[config.mk]
export PLATFORM = sky130hd
export DESIGN_NAME = bk_mp_add_sequencer
export DESIGN_NICKNAME = d
export VERILOG_FILES = /design/src/rtl/bk_seq_pkg.sv /design/src/rtl/brent_kung_adder_full.sv /design/src/rtl/bk_mp_add_sequencer.sv
export SDC_FILE = /design/constraint.sdc
export NUM_CORES = 1
export LEC_CHECK = 0
export ABC_AREA = 1
export ABC_CLOCK_PERIOD_IN_PS = 3400
export CELL_PAD_IN_SITES_DETAIL_PLACEMENT = 1
export CELL_PAD_IN_SITES_GLOBAL_PLACEMENT = 1
export CORE_MARGIN = 8
export CORE_UTILIZATION = 31
export DETAILED_ROUTE_END_ITERATION = 16
export PLACE_DENSITY = 0.85
export SYNTH_ARGS = -nofsm -noshare
export SYNTH_HDL_FRONTEND = slang
export SYNTH_SLANG_ARGS = --single-unit
[constraint.sdc]
create_clock -name clk -period 3.4 [get_ports clk]
set_clock_uncertainty 0.15 [all_clocks]
set_input_delay 0.68 -clock clk [delete_from_list [all_inputs] [get_ports clk]]
set_output_delay 0.68 -clock clk [all_outputs]
set_load 0.02 [all_outputs]
[src/rtl/bk_seq_pkg.sv]
// Shared types and helpers for the multi-precision add/subtract sequencer.
// Holds the FSM state encoding and the limb-counter width function.
package bk_seq_pkg;

    typedef enum logic {
        IDLE = 1'b0,
        BUSY = 1'b1
    } bk_seq_state_e;

    function automatic int limb_cnt_width(input int max_limbs);
        return $clog2(max_limbs + 1);
    endfunction

endpackage

[src/rtl/brent_kung_adder_full.sv]
// Combinational Brent-Kung parallel-prefix adder with carry in and carry out.
// WIDTH must be a power of two, at least 4.
module brent_kung_adder_full #(
    parameter int WIDTH = 32
) (
    input  logic [WIDTH-1:0] A,
    input  logic [WIDTH-1:0] B,
    input  logic             Cin,
    output logic [WIDTH-1:0] Sum,
    output logic             Cout
);

    localparam int L = $clog2(WIDTH);

    logic [WIDTH-1:0] prop;
    logic [WIDTH:0]   carry;

    assign prop = A ^ B;

    always_comb begin
        logic [WIDTH-1:0] g;
        logic [WIDTH-1:0] p;
        g = A & B;
        p = prop;
        // Fold the carry-in into bit 0 so every prefix G[i:0] is a carry.
        g[0] = g[0] | (p[0] & Cin);
        for (int d = 0; d < L; d++) begin
            for (int i = 0; i < WIDTH; i++) begin
                if (((i + 1) % (2 ** (d + 1))) == 0) begin
                    g[i] = g[i] | (p[i] & g[i - 2 ** d]);
                    p[i] = p[i] & p[i - 2 ** d];
                end
            end
        end
        for (int d = L - 2; d >= 0; d--) begin
            for (int i = 0; i < WIDTH; i++) begin
                if ((((i + 1) % (2 ** (d + 1))) == 2 ** d) &&
                    ((i + 1) > 2 ** (d + 1))) begin
                    g[i] = g[i] | (p[i] & g[i - 2 ** d]);
                    p[i] = p[i] & p[i - 2 ** d];
                end
            end
        end
        carry = {g, Cin};
    end

    assign Sum  = prop ^ carry[WIDTH-1:0];
    assign Cout = carry[WIDTH];

endmodule

[src/rtl/bk_mp_add_sequencer.sv]
// Multi-precision add/subtract sequencer: one limb per cycle, LSB first,
// inter-limb carry held in a register, single registered output stage.
module bk_mp_add_sequencer
    import bk_seq_pkg::*;
#(
    parameter int WIDTH     = 32,
    parameter int MAX_LIMBS = 8
) (
    input  logic             clk,
    input  logic             rst_n,
    input  logic             in_valid,
    output logic             in_ready,
    input  logic [WIDTH-1:0] in_a,
    input  logic [WIDTH-1:0] in_b,
    input  logic             in_first,
    input  logic             in_last,
    input  logic             in_sub,
    output logic             out_valid,
    input  logic             out_ready,
    output logic [WIDTH-1:0] out_sum,
    output logic             out_last,
    output logic             out_cout,
    output logic             out_ovf,
    output logic             proto_err,
    output logic             busy
);

    localparam int CW = limb_cnt_width(MAX_LIMBS);
    localparam logic [CW-1:0] MAX_CNT = CW'(MAX_LIMBS);

    bk_seq_state_e    state_q, state_d;
    logic             carry_q, carry_d;
    logic             sub_q, sub_d;
    logic [CW-1:0]    cnt_q, cnt_d;
    logic             vld_q, vld_d;
    logic [WIDTH-1:0] sum_q, sum_d;
    logic             last_q, last_d;
    logic             cout_q, cout_d;
    logic             ovf_q, ovf_d;
    logic             perr_q, perr_d;

    logic             accept, start, sub, cin, forced, eff_last, ovf;
    logic             add_cout;
    logic [WIDTH-1:0] b_eff, add_sum;
    logic [CW-1:0]    cnt_nxt;

    assign in_ready = !vld_q || out_ready;
    assign accept   = in_valid && in_ready;
    assign start    = (state_q == IDLE) || in_first;
    assign sub      = start ? in_sub : sub_q;
    assign b_eff    = sub ? ~in_b : in_b;
    assign cin      = start ? sub : carry_q;
    assign cnt_nxt  = start ? CW'(1) : cnt_q + CW'(1);
    assign forced   = !in_last && (cnt_nxt == MAX_CNT);
    assign eff_last = in_last || forced;
    assign ovf      = (in_a[WIDTH-1] == b_eff[WIDTH-1]) &&
                      (add_sum[WIDTH-1] != in_a[WIDTH-1]);

    brent_kung_adder_full #(.WIDTH(WIDTH)) u_add (
        .A    (in_a),
        .B    (b_eff),
        .Cin  (cin),
        .Sum  (add_sum),
        .Cout (add_cout)
    );

    always_comb begin
        state_d = state_q;
        carry_d = carry_q;
        sub_d   = sub_q;
        cnt_d   = cnt_q;
        vld_d   = vld_q;
        sum_d   = sum_q;
        last_d  = last_q;
        cout_d  = cout_q;
        ovf_d   = ovf_q;
        perr_d  = 1'b0;
        if (accept) begin
            state_d = eff_last ? IDLE : BUSY;
            carry_d = eff_last ? 1'b0 : add_cout;
            sub_d   = sub;
            cnt_d   = cnt_nxt;
            vld_d   = 1'b1;
            sum_d   = add_sum;
            last_d  = eff_last;
            cout_d  = eff_last && add_cout;
            ovf_d   = eff_last && ovf;
            perr_d  = ((state_q == IDLE) && !in_first) ||
                      ((state_q == BUSY) && in_first) ||
                      forced;
        end else if (out_ready) begin
            vld_d = 1'b0;
        end
    end

    always_ff @(posedge clk or negedge rst_n) begin
        if (!rst_n) begin
            state_q <= IDLE;
            carry_q <= 1'b0;
            sub_q   <= 1'b0;
            cnt_q   <= '0;
            vld_q   <= 1'b0;
            sum_q   <= '0;
            last_q  <= 1'b0;
            cout_q  <= 1'b0;
            ovf_q   <= 1'b0;
            perr_q  <= 1'b0;
        end else begin
            state_q <= state_d;
            carry_q <= carry_d;
            sub_q   <= sub_d;
            cnt_q   <= cnt_d;
            vld_q   <= vld_d;
            sum_q   <= sum_d;
            last_q  <= last_d;
            cout_q  <= cout_d;
            ovf_q   <= ovf_d;
            perr_q  <= perr_d;
        end
    end

    assign out_valid = vld_q;
    assign out_sum   = sum_q;
    assign out_last  = last_q;
    assign out_cout  = cout_q;
    assign out_ovf   = ovf_q;
    assign proto_err = perr_q;
    assign busy      = (state_q == BUSY);

endmodule

==> summary.txt <==
Floorplanning
  – Die width: 122 um
  – Die Y: 122 um
  – I/O pin count: 110
  – Core Footprint: 0.0108 sq mm
  – Initial Util: 0.319
  – Site row count: 38
  – Die ar.: 0.0148 sq mm

Synthesis
  – Synth Warn #: 0
  – Syn Nets: 518
  – Library cells used by synthesis: 34
  – Syn Area/Cell: 8.68 sq um
  – Leading post-synthesis cells by cell area: dfrtp_1 32%, ha_1 12%, nand2_1 11%, fa_1 9.9%, xnor2_1 8.9%
  – Post-synthesis register bit count: 44
  – Mapped Cells: 398
  – Register area share after synthesis: 0.319
  – Largest area contributor in the netlist: dfrtp_1
  – Area fraction of the dominant cell type after synthesis: 0.319
  – Cell area after synthesis: 0.00345 sq mm

Clock tree
  – Htree depth: 2
  – Clock sink count: 44
  – CTS tree: yes
  – Clk_lat worst skew: 0.29 ns
  – Clk slew on worst S/H paths: 0.09 ns
  – CTS Root Buffer Type: clkbuf_8
  – Longest Clk Path Bufs: 2
  – Cts bufs inserted: 5

Timing
  – RSZ-0062 raised after global routing: yes
  – Final Hold Fails: 0
  – Final setup fails: 23
  – Setup WS post-layout: -0.229 ns
  – Tcrit/Tclk final: 1.07
  – Worst slew pin tran: 1.03 ns
  – Slew margin rel.: 0.313
  – Fmax: 276 MHz
  – Max Slew Vio Count: 0
  – Min Tclk post-route: 3.63 ns
  – Setup TNS: -3.36 ns

Cells and area
  – Final Net Count: 686
  – Layout cells sized above 1: 0.238
  – Most frequent cells in the layout: 106 x clkdlybuf4s50_1, 91 x nand2_1, 55 x buf_4
  – # diodes: 0
  – Post-Layout Cell Count: 707
  – P&R area growth vs syn: 58.8%
  – Commonest non-fill, non-tap cell in the layout: clkdlybuf4s50_1

Status
  – Violations in the final reports: negative setup slack
  – Status: complete, but fails checks

Setup path
  – Startpoint types: input pin
  – Worst Path Arrival: 3.64 ns
  – Crit-path max FO: 10
  – Kind of critical path: input pin to flop
  – CP endpoint kind: flop
  – Worst EP required: 3.41 ns

Route
  – Via count: 3256
  – Routed WL: 11400 um
  – Wire per inst: 16.1 um
  – Via density per instance: 4.61
  – Post-DRT Antenna Nets: 0
  – Iter 0 DRT Violations: 92
  – Detailed Routing Iterations Pass 1: 4
  – Detailed-route DRC error count: 0

Job
  – Max Cap Viol: 0

GRT
  – Pin count of the biggest net entering global routing: 48
  – GRT Total Usage: 0.150
  – Vias in the first global route: 3780
  – Total grt overflow: 0
  – Initial antenna violation count: 0
  – First-pass GRT wire length: 17900 um

Placed design
  – DP Wirelength: 9050 um
  – Placer Congestion: 0.819
  – PortBufs: 109
  – Cells after DPL: 680

Power and ir drop
  – VDD IR max: 243 uV
  – Static leakage power: 0.00255 uW
  – PD cells: 549 mW/mm^2
  – Tot Pwr: 3010 uW

Worst hold path
  – Worst Hold Class: flop to flop
==> critical path: stages <==
cell	delay (ns)
buf_12	0.09
inv_12	0.03
ha_4	0.16
or2_4	0.24
o21ai_4	0.09
buf_4	0.15
buf_12	0.13
xnor2_1	0.07
ha_1	0.33
nand2_1	0.11
nor2_1	0.18
nand3_2	0.12
nand2_2	0.09
nand2_2	0.06
nand2_4	0.08
buf_6	0.10
inv_4	0.03
nor2_4	0.09
nor2_2	0.05
nor2_2	0.10
nor2_2	0.05
fa_2	0.52
o21ai_1	0.06
==> stage by stage <==
stage / setup slack, ns / hold slack (ns) / utilization / area (sq um)
after floorplan: -0.405 / 0.234 / - / 3530
after global placement: -0.975 / 0.314 / 0.468 / 5070
after detailed placement: -1.15 / 0.324 / 0.468 / 5070
after CTS: -0.441 / 0.347 / 0.487 / 5280
after global routing: -0.408 / 0.370 / 0.506 / 5480
final: -0.229 / 0.340 / 0.506 / 5480
==> timing repair <==
action / 4_1_cts / 5_1_grt
setup buffers: 7 / 13
hold buffers: 0 / 0
gates cloned: 0 / 0
gates resized for setup: 22 / 32
pin swaps: 20 / 28
endpoints found under the setup margin: 31 / 28
==> report_power, final <==
group | internal [uW] | switching [uW]
Clock | 219 | 185
Sequential | 687 | 101
Combinational | 916 | 902
Total | 1820 | 1190
==> per-layer routing <==
layer	GRT usage	vias to the layer above	wire, um
li1	-	1584	-
met1	0.152	1591	4200
met2	0.306	66	6580
met3	0.0245	15	402
met4	0.0355	0	182
met5	0	-	0
==> cells by family (layout without fill, tap and decap cells) <==
family | after synthesis | in the layout | synth area share
flops | 44 | 44 | 0.319
buf+inv | 62 | 231 | 0.0721
simple gates | 135 | 135 | 0.170
compound gates | 61 | 61 | 0.106
fa+ha+maj | 49 | 49 | 0.214
xor+xnor | 47 | 47 | 0.119
==> path summary, 6_finish.rpt <==
check	startpoint	endpoint	slack (ns)	cells after the start
worst min register to register	out_cout	out_cout	0.34	2
worst max-delay path	in_first	out_sum[22]	-0.23	23
worst min-delay path	out_cout	out_cout	0.34	2
worst max register to register	busy	out_sum[22]	-0.16	21
max in group asynchronous	rst_n	out_sum[5]	2.05	1
min in group asynchronous	rst_n	out_sum[24]	0.41	1
==> layout make-up <==
type | instances | area, sq um
well taps | 140 | 175
multi-input cells | 292 | 2280
clock buffers | 6 | 72.6
clock inverters | 2 | 35.0
fillers | 1299 | 5360
repair buffers | 172 | 1620
inverters | 51 | 206
flip-flops and latches | 44 | 1100
==> sequential cells by signal, indices dropped and copies added (netlist names) <==
register and count:
cnt_q 4, out_last 1, out_valid 1, out_sum 32, carry_q 1, out_cout 1, busy 1, out_ovf 1
proto_err 1, sub_q 1
==> Yosys cell counts (all sizes together) <==
cell type    n
o21bai       2
nand3b       1
nand3        9
buf          4
a31o         1
nand2      104
inv         51
dfrtp       44
nor2        14
or2          3
a21o         3
clkbuf       7
fa          17
ha          32
nor3         1
nand4        3
a31oi        3
xor2        12
o21a         1
a21oi       13
xnor2       35
o21ai       38
(Power assumes the default switching activity.)
